--- config.mk ---
export PLATFORM = sky130hd
export DESIGN_NAME = ras_ckpt
export DESIGN_NICKNAME = d
export VERILOG_FILES = /design/src/rtl/ras_ckpt.sv
export SDC_FILE = /design/constraint.sdc
export NUM_CORES = 1
export LEC_CHECK = 0
export CAP_MARGIN = 10
export CORE_MARGIN = 4
export CORE_UTILIZATION = 35
export CTS_CLUSTER_DIAMETER = 60
export CTS_CLUSTER_SIZE = 20
export DETAILED_ROUTE_END_ITERATION = 10
export PLACE_DENSITY = 0.61
export SETUP_SLACK_MARGIN = 0.15
export SYNTH_ARGS = -nofsm -noshare
export SYNTH_HDL_FRONTEND = slang
export SYNTH_SLANG_ARGS = --single-unit
--- constraint.sdc ---
create_clock -name clk -period 10.3 [get_ports clk]
set_input_delay 1.03 -clock clk [delete_from_list [all_inputs] [get_ports clk]]
set_output_delay 1.03 -clock clk [all_outputs]
set_load 0.005 [all_outputs]
--- src/rtl/ras_ckpt.sv ---
// ras_ckpt: circular return-address stack with checkpoint/recover for branch mispredict repair.
`ifndef CPU_ADDR_BITS
`define CPU_ADDR_BITS 32
`endif
module ras_ckpt #(
  parameter int DEPTH  = 16,
  parameter int ADDR_W = `CPU_ADDR_BITS,
  localparam int PTR_W = $clog2(DEPTH),
  localparam int CNT_W = PTR_W + 1
) (
  input  logic              clk,
  input  logic              rst_n,
  input  logic              push,
  input  logic              pop,
  input  logic [ADDR_W-1:0] push_addr,
  output logic [ADDR_W-1:0] pop_addr,
  output logic              pop_valid,
  output logic              full,
  output logic [PTR_W-1:0]  ckpt_ptr,
  output logic [CNT_W-1:0]  ckpt_count,
  output logic [ADDR_W-1:0] ckpt_top,
  input  logic              recover,
  input  logic [PTR_W-1:0]  recover_ptr,
  input  logic [CNT_W-1:0]  recover_count,
  input  logic [ADDR_W-1:0] recover_top,
  input  logic              flush
);
  logic [ADDR_W-1:0] stack [DEPTH];
  logic [PTR_W-1:0]  ptr, top;
  logic [CNT_W-1:0]  count, rec_cnt;
  assign top        = ptr - PTR_W'(1);
  assign pop_valid  = count != '0;
  assign full       = count == CNT_W'(DEPTH);
  assign pop_addr   = pop_valid ? stack[top] : '0;
  assign ckpt_ptr   = ptr;
  assign ckpt_count = count;
  assign ckpt_top   = pop_addr;
  assign rec_cnt    = recover_count > CNT_W'(DEPTH) ? CNT_W'(DEPTH) : recover_count;
  always_ff @(posedge clk) begin
    if (!rst_n) begin
      ptr   <= '0;
      count <= '0;
      for (int i = 0; i < DEPTH; i++) stack[i] <= '0;
    end else if (flush) begin
      ptr   <= '0;
      count <= '0;
    end else if (recover) begin
      ptr   <= recover_ptr;
      count <= rec_cnt;
      if (rec_cnt != '0) stack[recover_ptr - PTR_W'(1)] <= recover_top;
    end else if (push && pop && pop_valid) begin
      stack[top] <= push_addr;
    end else if (push) begin
      // a push onto a full stack silently overwrites the oldest entry
      stack[ptr] <= push_addr;
      ptr        <= ptr + PTR_W'(1);
      count      <= full ? count : count + CNT_W'(1);
    end else if (pop && pop_valid) begin
      ptr   <= top;
      count <= count - CNT_W'(1);
    end
  end
endmodule

==> results of run 1 <==
==> path summary, 6_finish.rpt <==
| path | from | endpoint | slack [ns] | depth (start not counted) |
|---|---|---|---|---|
| setup reg to reg | ckpt_ptr[0] | stack[1][5] | 5.39 | 8 |
| setup / recovery | ckpt_ptr[0] | ckpt_top[27] | 4.47 | 8 |
| hold reg to reg | ckpt_count[2] | ckpt_count[2] | 0.63 | 2 |
| hold / removal | ckpt_count[2] | ckpt_count[2] | 0.63 | 2 |
==> power groups by stage <==
stage	Clock (uW)	Combinational [uW]	Sequential, uW
after floorplan	0	514	2460
final	1670	830	2420
after detailed placement	0	837	2470
after global placement	0	829	2460
after CTS	1690	840	2420
after global routing	1770	888	2430
==> per-stage QoR <==
step | hold WS [ns] | setup WS, ns | cell area, um2 | total power, uW | cells
after global routing | 0.6660 | 4.123 | 28220 | 5088 | 2854
after CTS | 0.6305 | 4.321 | 28220 | 4952 | 2854
after floorplan | 0.5399 | 4.659 | 24490 | 2973 | 1846
final | 0.6300 | 4.466 | 28220 | 4917 | 2855
after global placement | 0.6108 | 4.176 | 26840 | 3293 | 2783
after detailed placement | 0.6163 | 4.121 | 26840 | 3305 | 2783
==> critical path: cells and delay by family (launching register included) <==
| kind | cells | cell delay [ns] |
|---|---|---|
| DFF | 1 | 0.67 |
| buffers and inverters | 3 | 1.74 |
| adders and majority gates | 1 | 0.78 |
| muxes | 2 | 0.50 |
| AOI/OAI and AO/OA | 2 | 0.51 |
==> logic make-up after synthesis <==
group                      count (synthesis)
muxes                                    197
DFF                                      521
and+or+nand+nor                          723
adders and majority gates                  7
AOI/OAI and AO/OA                        184
xor gates and xnor gates                  11
buffers and inverters                    203
==> synthesized netlist by cell type, drive strengths merged, types with 9 or more instances <==
master	n
mux2	33
clkbuf	94
inv	9
edfxtp	512
nand3	130
mux2i	36
mux4	128
nand2	49
o211ai	37
dfxtp	9
buf	100
o21ai	40
nor2	525
a21oi	70
o31ai	17
==> flip-flops by register name, summed over array words and instances, names as in the netlist <==
signal / count
stack: 512
ckpt_count: 5
ckpt_ptr: 4
==> layer usage <==
metal / GRT usage / up-vias / routed length (um)
met5: 0 / - / 22
met4: 0.04792 / 4 / 1860
met3: 0.03977 / 99 / 7094
met2: 0.2911 / 803 / 32140
met1: 0.2717 / 8088 / 29050
li1: - / 6919 / -
==> layout make-up <==
class	count	share of cell area
antenna	1	0.00008868
clock buffer	44	0.03711
clock inverter	27	0.01153
inverter	9	0.001197
multi-input combinational	1122	0.2912
sequential	521	0.5514
tap	931	0.04128
timing repair buffer	200	0.06624
==> results.yml, run 1 <==
clock_tree:
  postCtsSetupBuffers: 0
  tritoncts: "done"
  clock-sinks: 521
  cts.reportedPaths.clkPinSlew_ns: 0.08
  cts_buffers: 40
  clockRootBuffer: "clkbuf_16"
  cts_hold_buf: 0
  cts_resized: 0
  insertion_delay_ns: 0.58
  htreeDepth: 2
  clockBufferDepth: 3
power_and_ir_drop:
  p_seq_frac: 0.492
  power_frac_comb: 0.169
  p_sw_frac: 0.2691
  power_density_mw_per_mm2: 174.3
  cellLeakagePower_uw: 0.009316
  p_int_uw: 3594
  ir_drop_v: 0.0001227
  p_switching_uw: 1323
  pwr-share-clk: 0.339
floorplanning:
  pin_count: 154
  rows: 96
  die_h_um: 272.5
  core_mm2: 0.06895
  start_util: 0.3552
  die_x_um: 272.5
  die_area_mm2: 0.07427
layout:
  fillers: 6380
  final_cell_mix: "nor2_1, edfxtp_1, clkdlybuf4s50_1"
  layout_commonest_cell: "nor2_1"
  drive_gt1_frac: 0.1622
  area_growth_pct: 15.22
  multi_input_area_mm2: 0.008217
  final_util: 0.4093
  seqCellArea_mm2: 0.01556
  fin_nets: 1980
global_routing:
  grt_max_degree: 73
  antenna_found_initial: 3
  grt_pass1_wl_um: 104600
  grt_pass1_vias: 15870
  overflow: 0
  grt_usage: 0.1878
flow_run:
  cap_viol_max_count: 0
detailed_routing:
  viasPerCell: 5.574
  ant_nets: 0
  drc: 0
  routed_wl_um: 70170
  routedWlPerCell_um: 24.58
  drt_pass1_iterations: 5
  drt-initial-drc-count: 1847
  dr_total_vias: 15910
worst_setup_path:
  cpPeakStageDelay_ns: 0.91
  start_kind: "flip-flop"
  critical_path.cell_chain: "inv_1, ha_4, buf_4, mux4_2, mux2_2, o21ai_0, a21oi_1, clkdlybuf4s50_1"
  critPathMaxFanout: 56
  worst_path_max_delay_cell: "buf_4"
  cp_data_required_time_ns: 9.27
  critPathKind: "reg -> out"
  worstSetupEndpointType: "output port"
  cp.arrival_ns: 4.80
timing:
  hold_violations: 0
  clock-skew-final_ns: 0.02203
  post-route-period-util: 0.5664
  rsz0062_at_grt: "no"
  fin_tns_setup_ns: 0
  fmax_mhz: 171.4
  worst_pin_slew_ns: 1.239
  finalMaxSlewViolations: 0
  slew_headroom: 0.1738
  finalCriticalPeriod_ns: 5.834
  finalSetupViolations: 0
yosys:
  synth_area_leaders: "edfxtp_1, mux4_2, nor2_1"
  synth_enable_flop_cells: 512
  synthXorXnorAreaFrac: 0.003934
  synthArstFlopShare: 0
  synth-simple-area-share: 0.1200
  synth-compound-area-share: 0.04613
  synth_top_family_by_area: "multiplexers"
  synth-seq-cells: 521
  synth_area_mm2: 0.02449
  synthAdderAreaFrac: 0.003883
  yosysTopAreaCell: "edfxtp_1"
  synth-seq-area-share: 0.6351
  yosys_warnings: 0
  synth_fp_nets: 1932
  synth_mux_area_frac: 0.1476
  synth_ff_type: "edfxtp_1"
  synth_cell_types: 50
  avgSynthCellArea_um2: 13.27
  yosys.area.top_type_share: 0.6278
  syn_inst: 1846
hold_path:
  hold_class: "reg -> reg"
place:
  place_congestion: 0.8770
  portBuffers: 153
  hpwl_um: 44520
run_status:
  status: "finished, final reports clean"
(Power assumes the default switching activity.)
==> run 2: changes to the inputs <==
--- a/config.mk
+++ b/config.mk
@@ -11,7 +11,7 @@
 export CTS_CLUSTER_DIAMETER = 60
 export CTS_CLUSTER_SIZE = 20
 export DETAILED_ROUTE_END_ITERATION = 10
-export PLACE_DENSITY = 0.61
+export PLACE_DENSITY = 0.63
 export SETUP_SLACK_MARGIN = 0.15
 export SYNTH_ARGS = -nofsm -noshare
 export SYNTH_HDL_FRONTEND = slang
==> constraint.sdc (replaced) <==
create_clock -name clk -period 5.35 [get_ports clk]
set_input_delay 0.535 -clock clk [delete_from_list [all_inputs] [get_ports clk]]
set_output_delay 0.535 -clock clk [all_outputs]
set_load 0.005 [all_outputs]
==> run 2 against run 1 <==
Compared with the run above: count of clock-buffer cells in the layout is 1 lower; combinational power increased by 100%; register-to-register slack got worse by 4.2 ns; final cell count increased by 0.60%; global-route usage rose by 0.46 points; sequential share of layout area decreased by 0.31 points; sequential power up 92%.
==> results.yml, run 2 (synthesized netlist as in run 1, its figures left out) <==
worst_setup_path:
  worstSetupEndpointType: "output port"
  worst_path_max_delay_cell: "ha_4"
  start_kind: "flip-flop"
  cp_data_required_time_ns: 4.82
  worstReg2RegEnd: "stack[3][14]"
  critical_path.cell_chain: "inv_1, ha_4, buf_4, mux4_2, mux2_2, o21ai_0, a21oi_1, clkdlybuf4s50_1"
  cpPeakStageDelay_ns: 0.51
  regToRegSetupSlack_ns: 1.22
  ff2ff_path_depth: 7
  crit-reg2reg-launch: "ckpt_count[2]"
  cp.arrival_ns: 3.82
  critPathMaxFanout: 29
  critPathKind: "reg -> out"
place:
  place_congestion: 0.8848
  placed_cell_area_mm2: 0.02704
  portBuffers: 153
  dp_slack_ns: 0.7565
  hpwl_um: 45170
detailed_routing:
  viasPerCell: 5.573
  routedWlPerCell_um: 25.31
  drt_pass1_iterations: 6
  dr_total_vias: 16010
  drc: 0
  routed_wl_um: 72680
  drt-initial-drc-count: 1875
  ant_nets: 0
power_and_ir_drop:
  p_switching_uw: 2566
  cellLeakagePower_uw: 0.009425
  power_frac_comb: 0.176
  pwr-share-clk: 0.334
  p_seq_frac: 0.491
  p_int_uw: 6915
  p_sw_frac: 0.2706
  power_density_mw_per_mm2: 334.1
  ir_drop_v: 0.0002228
clock_tree:
  cts_hold_buf: 0
  cts.reportedPaths.clkPinSlew_ns: 0.08
  tritoncts: "done"
  clockBufferDepth: 3
  cts_buffers: 39
  clock-sinks: 521
  htreeDepth: 2
  insertion_delay_ns: 0.58
  postCtsSetupBuffers: 0
  clockRootBuffer: "clkbuf_16"
  cts_resized: 0
hold_path:
  hp-start: "recover_count[0]"
  hold_class: "in -> reg"
  hold_depth: 3
  hold_path_end: "ckpt_count[0]"
floorplanning:
  die_h_um: 272.5
  die_area_mm2: 0.07427
  rows: 96
  core_mm2: 0.06895
  die_x_um: 272.5
  pin_count: 154
  start_util: 0.3552
timing:
  hold_violations: 0
  setup_ws_ns: 0.9910
  finalCriticalPeriod_ns: 4.359
  finalSetupViolations: 0
  fin_tns_setup_ns: 0
  finalMaxSlewViolations: 0
  worst_pin_slew_ns: 1.096
  clock-skew-final_ns: 0.02164
  slew_headroom: 0.2664
  fmax_mhz: 229.4
  rsz0062_at_grt: "no"
  post-route-period-util: 0.8148
layout:
  area_growth_pct: 15.87
  final_area_mm2: 0.02838
  fillers: 6360
  drive_gt1_frac: 0.1700
  final_cell_mix: "nor2_1, edfxtp_1, clkdlybuf4s50_1"
  layout_commonest_cell: "nor2_1"
  antenna_cells: 0
  largest_reg_flops: 512
  largest_register: "stack"
  fin_nets: 2002
global_routing:
  grt_pass1_vias: 16060
  overflow: 0
  grt_max_degree: 92
  antenna_found_initial: 2
  grt_usage: 0.1925
  grt_pass1_wl_um: 106300
flow_run:
  cap_viol_max_count: 0
run_status:
  status: "finished, final reports clean"
==> run 2: power by group through the flow <==
stage	sequential [uW]	combinational, uW	clock [uW]
2_1_floorplan	4730	990	0
3_3_place_gp	4730	1660	0
3_5_place_dp	4740	1670	0
4_1_cts	4650	1680	3190
5_1_grt	4660	1760	3360
6_report	4650	1670	3160
==> run 2: worst max path at each step <==
stage | cells past startpoint | endpoint | slack (ns) | startpoint
CTS | 7 | pop_addr[9] | 0.83 | ckpt_ptr[0]
global placement | 9 | stack[9][22] | 0.90 | push
floorplan | 10 | stack[1][0] | 0.11 | ckpt_ptr[0]
global route | 7 | ckpt_top[9] | 0.76 | ckpt_ptr[0]
finish | 8 | ckpt_top[29] | 0.99 | ckpt_ptr[1]
detailed placement | 9 | stack[9][24] | 0.76 | push
==> run 2: layer usage <==
layer	routed length (um)	track usage	share of wire
met2	34560	0.3150	0.48
met3	7016	0.03968	0.097
met4	1836	0.04901	0.025
met5	27	0	0.00037
met1	29230	0.2645	0.40
==> run 2: worst max-delay path, delay by kind of cell (launching register included) <==
kind | cells | cell delay (ns)
buffers and inverters | 3 | 1.11
multiplexers | 2 | 0.68
adder cells (fa/ha/maj) | 1 | 0.51
flip-flops | 1 | 0.50
AO/OA/AOI/OAI | 2 | 0.39
==> run 2: area by class of cell <==
cell class | count | area (um2) | share of cell area
timing repair buffer | 223 | 2067 | 0.07284
clock buffer | 43 | 1033 | 0.03642
tap | 931 | 1165 | 0.04105
clock inverter | 23 | 304.0 | 0.01071
inverter | 9 | 33.78 | 0.001190
multi-input combinational | 1122 | 8217 | 0.2895
sequential | 521 | 15560 | 0.5483
==> run 2: through the flow <==
step | power [uW] | util | hold slack [ns] | std cells
finish | 9481 | 0.4116 | 0.5567 | 2872
global route | 9789 | 0.4116 | 0.5498 | 2872
CTS | 9522 | 0.4116 | 0.5386 | 2872
detailed placement | 6416 | 0.3922 | 0.5724 | 2806
global placement | 6391 | 0.3922 | 0.5527 | 2806
floorplan | 5724 | - | 0.5399 | 1846
